`src/rtl/tdm_pkg.sv`:
```
// Shared TDM link definitions: slot count, slot index type and framer states.
// The transmit-side mux uses the same definitions.
package tdm_pkg;
   localparam int NSLOTS = 4;

   typedef logic [1:0] slot_t;

   typedef enum logic {
      HUNT = 1'b0,
      LOCK = 1'b1
   } state_t;
endpackage

```
`src/rtl/tdm_slot_ctr.sv`:
```
// Mod-NSLOTS slot counter with clear, load-to-1 and increment-with-wrap.
// Priority order: reset, clear, load, increment.
module tdm_slot_ctr
   import tdm_pkg::*;
(
   input  logic  clk,
   input  logic  rst_n,
   input  logic  clr,
   input  logic  load1,
   input  logic  inc,
   output slot_t cnt
);

   always_ff @(posedge clk) begin
      if (!rst_n) begin
         cnt <= '0;
      end else if (clr) begin
         cnt <= '0;
      end else if (load1) begin
         cnt <= slot_t'(1);
      end else if (inc) begin
         cnt <= cnt + slot_t'(1);
      end
   end

endmodule

```
`src/rtl/tdm_demux1x4.sv`:
```
// 1-to-4 time-division demultiplexer: locks to the slot-0 sync marker and
// presents each complete frame on four registered channel outputs.
module tdm_demux1x4
   import tdm_pkg::*;
#(
   parameter int WIDTH = 1
) (
   input  logic             clk,
   input  logic             rst_n,
   input  logic [WIDTH-1:0] din,
   input  logic             en,
   input  logic             sync,
   output logic [WIDTH-1:0] y0,
   output logic [WIDTH-1:0] y1,
   output logic [WIDTH-1:0] y2,
   output logic [WIDTH-1:0] y3,
   output logic [1:0]       sel,
   output logic             locked,
   output logic             frame_valid,
   output logic             sync_err
);

   state_t           state;
   state_t           state_nxt;
   slot_t            slot;
   logic             ctr_clr;
   logic             ctr_load1;
   logic             ctr_inc;
   logic             shadow_wr;
   slot_t            shadow_idx;
   logic             frame_done;
   logic             err;
   logic [WIDTH-1:0] shadow [NSLOTS-1];

   tdm_slot_ctr u_slot_ctr (
      .clk   (clk),
      .rst_n (rst_n),
      .clr   (ctr_clr),
      .load1 (ctr_load1),
      .inc   (ctr_inc),
      .cnt   (slot)
   );

   always_ff @(posedge clk) begin
      if (!rst_n) begin
         state <= HUNT;
      end else begin
         state <= state_nxt;
      end
   end

   always_comb begin
      state_nxt = state;
      if (en) begin
         unique case (state)
            HUNT:    if (sync) state_nxt = LOCK;
            LOCK:    if (slot == '0 && !sync) state_nxt = HUNT;
            default: state_nxt = HUNT;
         endcase
      end
   end

   // Per-sample decode: a sync always restarts the frame at slot 0, whatever
   // slot the counter expected; a missing sync at slot 0 drops lock.
   always_comb begin
      ctr_clr    = 1'b0;
      ctr_load1  = 1'b0;
      ctr_inc    = 1'b0;
      shadow_wr  = 1'b0;
      shadow_idx = slot;
      frame_done = 1'b0;
      err        = 1'b0;
      if (en) begin
         if (sync) begin
            ctr_load1  = 1'b1;
            shadow_wr  = 1'b1;
            shadow_idx = '0;
            err        = (state == LOCK) && (slot != '0);
         end else if (state == LOCK) begin
            if (slot == '0) begin
               err     = 1'b1;
               ctr_clr = 1'b1;
            end else if (slot == slot_t'(NSLOTS - 1)) begin
               frame_done = 1'b1;
               ctr_inc    = 1'b1;
            end else begin
               shadow_wr = 1'b1;
               ctr_inc   = 1'b1;
            end
         end
      end
   end

   always_ff @(posedge clk) begin
      if (!rst_n) begin
         for (int i = 0; i < NSLOTS - 1; i++) shadow[i] <= '0;
         y0          <= '0;
         y1          <= '0;
         y2          <= '0;
         y3          <= '0;
         frame_valid <= 1'b0;
         sync_err    <= 1'b0;
      end else begin
         frame_valid <= frame_done;
         sync_err    <= err;
         if (shadow_wr) shadow[shadow_idx] <= din;
         if (frame_done) begin
            y0 <= shadow[0];
            y1 <= shadow[1];
            y2 <= shadow[2];
            y3 <= din;
         end
      end
   end

   assign sel    = slot;
   assign locked = (state == LOCK);

endmodule
```
`config.mk`:
```
export PLATFORM = sky130hd
export DESIGN_NAME = tdm_demux1x4
export DESIGN_NICKNAME = d
export VERILOG_FILES = /design/src/rtl/tdm_pkg.sv /design/src/rtl/tdm_slot_ctr.sv /design/src/rtl/tdm_demux1x4.sv
export SDC_FILE = /design/constraint.sdc
export NUM_CORES = 1
export LEC_CHECK = 0
export ABC_AREA = 1
export CAP_MARGIN = 20
export CORE_AREA = 2 2 39 41
export DETAILED_ROUTE_END_ITERATION = 6
export DIE_AREA = 0 0 41 43
export PLACE_DENSITY = 0.81
export SKIP_LAST_GASP = 1
export SYNTH_ARGS = -nofsm -noshare
export SYNTH_HDL_FRONTEND = slang
export SYNTH_SLANG_ARGS = --single-unit
```
`constraint.sdc`:
```
create_clock -name clk -period 3 [get_ports clk]
set_clock_uncertainty 0.2 [all_clocks]
set_input_delay 0.45 -clock clk [delete_from_list [all_inputs] [get_ports clk]]
set_output_delay 0.45 -clock clk [all_outputs]
set_load 0.03 [all_outputs]
```
-- After elaboration in Yosys (flattened, before gate mapping)
Memory sizes are Yosys's and may differ from the RTL's. A register that Yosys moved wholly into a read port is not among the register bits.
Index checks and enable logic that the tools add are counted.
- flip-flop bits (word level): 6
- bits in writable memories: 3
- input port bits: 5
- output and inout bits: 9
- logic and storage cells: 58
- memories: 1
- memories (name ; depth ; bits a word ; rd ports ; clocked after Yosys merged registers in ; write ports ; line ; text):
    shadow ; 3 ; 1 ; 3 ; 3 ; 3 ; tdm_demux1x4.sv:33 ; logic [WIDTH-1:0] shadow [NSLOTS-1];
- add/sub/neg operators: 1
- equal/unequal tests: 1
- mux-type cells: 34
- bitwise gates (word level): 2
- reductions and logical operators: 13
- operators with widths (cell ; count):
    1-bit two-way mux ; 30
    2-bit two-way mux ; 3
    1-bit logical NOT ; 4
    2-bit nonzero test ; 2
    3-bit OR reduction ; 1
    2-bit by 1-bit adder with 2-bit output, second input constant ; 1
    2-bit == test, second input constant ; 1
    1-bit logical AND ; 2
    2-bit logical NOT ; 1
    1-bit NOT ; 2
    1-bit case mux with 2 select lines ; 1
    2-bit AND reduction ; 1
    2-bit OR reduction ; 1
    1-bit OR reduction ; 1

-- Depth between registers and ports, before layout
- depth after elaboration: 11
- mapped depth: 8
- mapped depth without buffers: 8

-- By module
A second synthesis with hierarchy kept.
- cells, all modules: 101
- area total of the unflattened synthesis: 656.9 sq um
- modules (own cells, without submodules) (module ; instances ; cells each ; area an instance (sq um) ; sequential area each (sq um)):
    tdm_demux1x4 ; 1 ; 84 ; 550.5 ; 200.2
    tdm_slot_ctr ; 1 ; 17 ; 106.4 ; 40.0

-- Worst setup path after synthesis
Ideal clock, no wire load.
- kind: register to register
- start: reg u_slot_ctr.cnt[0]
- end: mem shadow[1]
- setup time: 121 ps
- arrival: 1352 ps
- required time: 2679 ps
- setup slack: 1327 ps
- stages on the path, launching flop included: 8
- path buffers: 0
- clock period less this slack: 1673 ps
- path through: dfxtp_1 -> inv_1 -> ha_1 -> nand2_1 -> nand2_1 -> nand2_2 -> nor2_1 -> o21ai_0
- RTL lines (element ; line ; text):
    start, declared ; tdm_slot_ctr.sv:11 ; output slot_t cnt
    start signal, assigned ; tdm_slot_ctr.sv:20 ; cnt <= slot_t'(1);
    start signal, assigned ; tdm_slot_ctr.sv:22 ; cnt <= cnt + slot_t'(1);
    end, declared ; tdm_demux1x4.sv:33 ;

-- Worst setup path after layout
- start: reg state, in the netlist locked
- end: out locked
- RTL lines (element ; line ; text):
    start, declared ; tdm_demux1x4.sv:23 ; state_t state;
    start signal, assigned ; tdm_demux1x4.sv:48 ; state <= state_nxt;
    end, declared ; tdm_demux1x4.sv:18 ; output logic locked,
No word-level cell between the ends.

==> metrics <==
Post-synth EDFFs 0; ranking of synthesized cells by area dfxtp_1 (42%), nand2_1 (12%), nor2_1 (9.3%); Yosys top cell by area dfxtp_1; Layout area overhead 29.14%; fmax 0.4744 GHz; Die W 41 um; First-pass DRT Iterations 4; CTS max path bufs 2; hold_buf cts 0; drt first-iter violations 2; vias in the first global route 489; Final Hold Vio Count 0; Tot GR Track Use 0.1611; Final min period 2.108 ns; Max Cap Violations 0; final hold slack 0.2779 ns; largest net degree at the start of global routing 11; placed insts 109; setup bufs post-CTS 0; Initial Util 0.4096; clock root buffer clkbuf_4; unrepaired setup endpoints after global routing false; area of the mapped netlist 566.8 um2; Final Non-Filler Cells 112; die area 1763 um2; Crit path largest cell delay 0.72 ns; clock transition at the registers of the reported paths 0.07 ns; PwrDens 413.9 nW/um2; DR DRC count 0; Yosys cell types 17; Arr. time, crit path 1.46 ns; Leak 0.3127 nW; asr flop ratio synth 0; Main synth FF type dfxtp_1; peak supply drop 0.1979 mV; gr ovfl total 0; first-pass GRT wire length 1897 um; cell row count 14; R2R Setup Slk 1.42 ns; Worst-Margin Slew 0.3039 ns; layout cells sized above 1 0.09375; Post-DP HPWL 866.2 um; Worst-Skew Late Latency 0.28 ns; Yosys Warn Count 0; Critical Path, Cell by Cell clkdlybuf4s50_1; CP Capture Type output pin; Num CTS Buffers 3; TNS Setup 0 ns; #FFs+latches synth 12; clock sinks 12; Vias 539; CP Launch Type register; die height 43 um; Crit path max-delay family buffers and inverters; # diodes 0; # IOs 14; final setup vio count 0; Final Wtd Congestion 0.7973; critical path class reg -> out; CP bufs+invs 1; Worst slew margin 0.7968; Core ar. 1384 um2; Final Max Slew Viols 0; initial antenna violation count 0; Port-buffer cells 13; Final ANT Viol Nets 0; Routed wire per std cell 9.991 um; post-synthesis area per instance 6.997 um2; register area share after synthesis 0.4238; final clock period utilization by the worst path 0.7027; worst min path class reg -> reg; CTS tree done; slowest CP cell clkdlybuf4s50_1; worst path required time 2.35 ns; share of the synthesized area in the top cell type 0.4238; NumNets Final 105; H-tree Lvls 1; worst-path fanout max 7; total wire length 1119 um; Net Count, Synth 88; status completed; post-cts sizing count 0; Via density 4.813; Cells after Synth 81
metal layers:
layer  track usage  wire (um)
met5             0          0
met3       0.04712         72
met2        0.2375        528
met4        0.1000         24
met1        0.1948        494
final cells by class:
type                    count  area [um2]
fillers                   146       651.9
multi-input cells          57       277.8
flip-flops and latches     12       240.2
repair buffers             13       130.1
inverters                  11       41.29
clock buffers               3       22.52
well taps                  16       20.02
synthesized netlist by cell type (2+ instances only):
library cell  number
a21oi_1            3
dfxtp_1           12
ha_1               2
inv_1              8
inv_2              2
nand2_1           18
nand3_1            6
nor2_1            14
o21ai_0            8
flip-flops by register name, summed over array words and instances (netlist names):
| signal | flops |
|---|---|
| frame_valid | 1 |
| sync_err | 1 |
| u_slot_ctr.cnt | 2 |
| y3 | 1 |
| y2 | 1 |
| y0 | 1 |
| y1 | 1 |
| locked | 1 |
| shadow | 3 |
cell usage in the layout, fill, tap and decap left out, drive strengths merged, types with 2 or more instances in the layout:
cell type,Yosys,routed
a21oi,3,3
clkbuf,0,3
clkdlybuf4s50,0,13
dfxtp,12,12
ha,2,2
inv,10,10
nand2,19,19
nand3,6,6
nor2,15,15
o21ai,9,9
cells by family (layout without fill, tap and decap cells):
logic type / count (synthesis) / after routing / share of synthesized area
AOI/OAI and AO/OA: 14 / 14 / 0.1369
adders and majority gates: 2 / 2 / 0.04414
buffers and inverters: 12 / 27 / 0.08610
DFF: 12 / 12 / 0.4238
and+or+nand+nor: 41 / 41 / 0.3091
final timing paths:
check	start	endpoint	cells after the start
worst min-delay path	shadow[1]	shadow[1]	2
worst max-delay path	locked	locked	1
worst min register to register	shadow[1]	shadow[1]	2
worst max register to register	u_slot_ctr.cnt[0]	u_slot_ctr.cnt[1]	8
report_power, final:
part | switching, mW | internal [mW]
clock network | 0.0514 | 0.0466
logic | 0.0227 | 0.0160
registers | 0.00400 | 0.162
tightest hold or removal path, delay by kind of cell (launching register included):
kind	cells	cell delay, ns
and+or+nand+nor	1	0.05
DFF	1	0.31
AOI/OAI and AO/OA	1	0.07
stage by stage:
step	power (mW)	area [um2]	utilization	setup WS [ns]
final	0.3029	732.0	0.5289	0.8920
after CTS	0.3029	732.0	0.5289	0.9009
after floorplan	0.1936	566.8	-	1.327
after global placement	0.2075	709.4	0.5127	1.157
after global routing	0.3153	732.0	0.5289	0.8340
after detailed placement	0.2082	709.4	0.5127	1.146
Note: power is estimated with default switching activity, not from simulation.
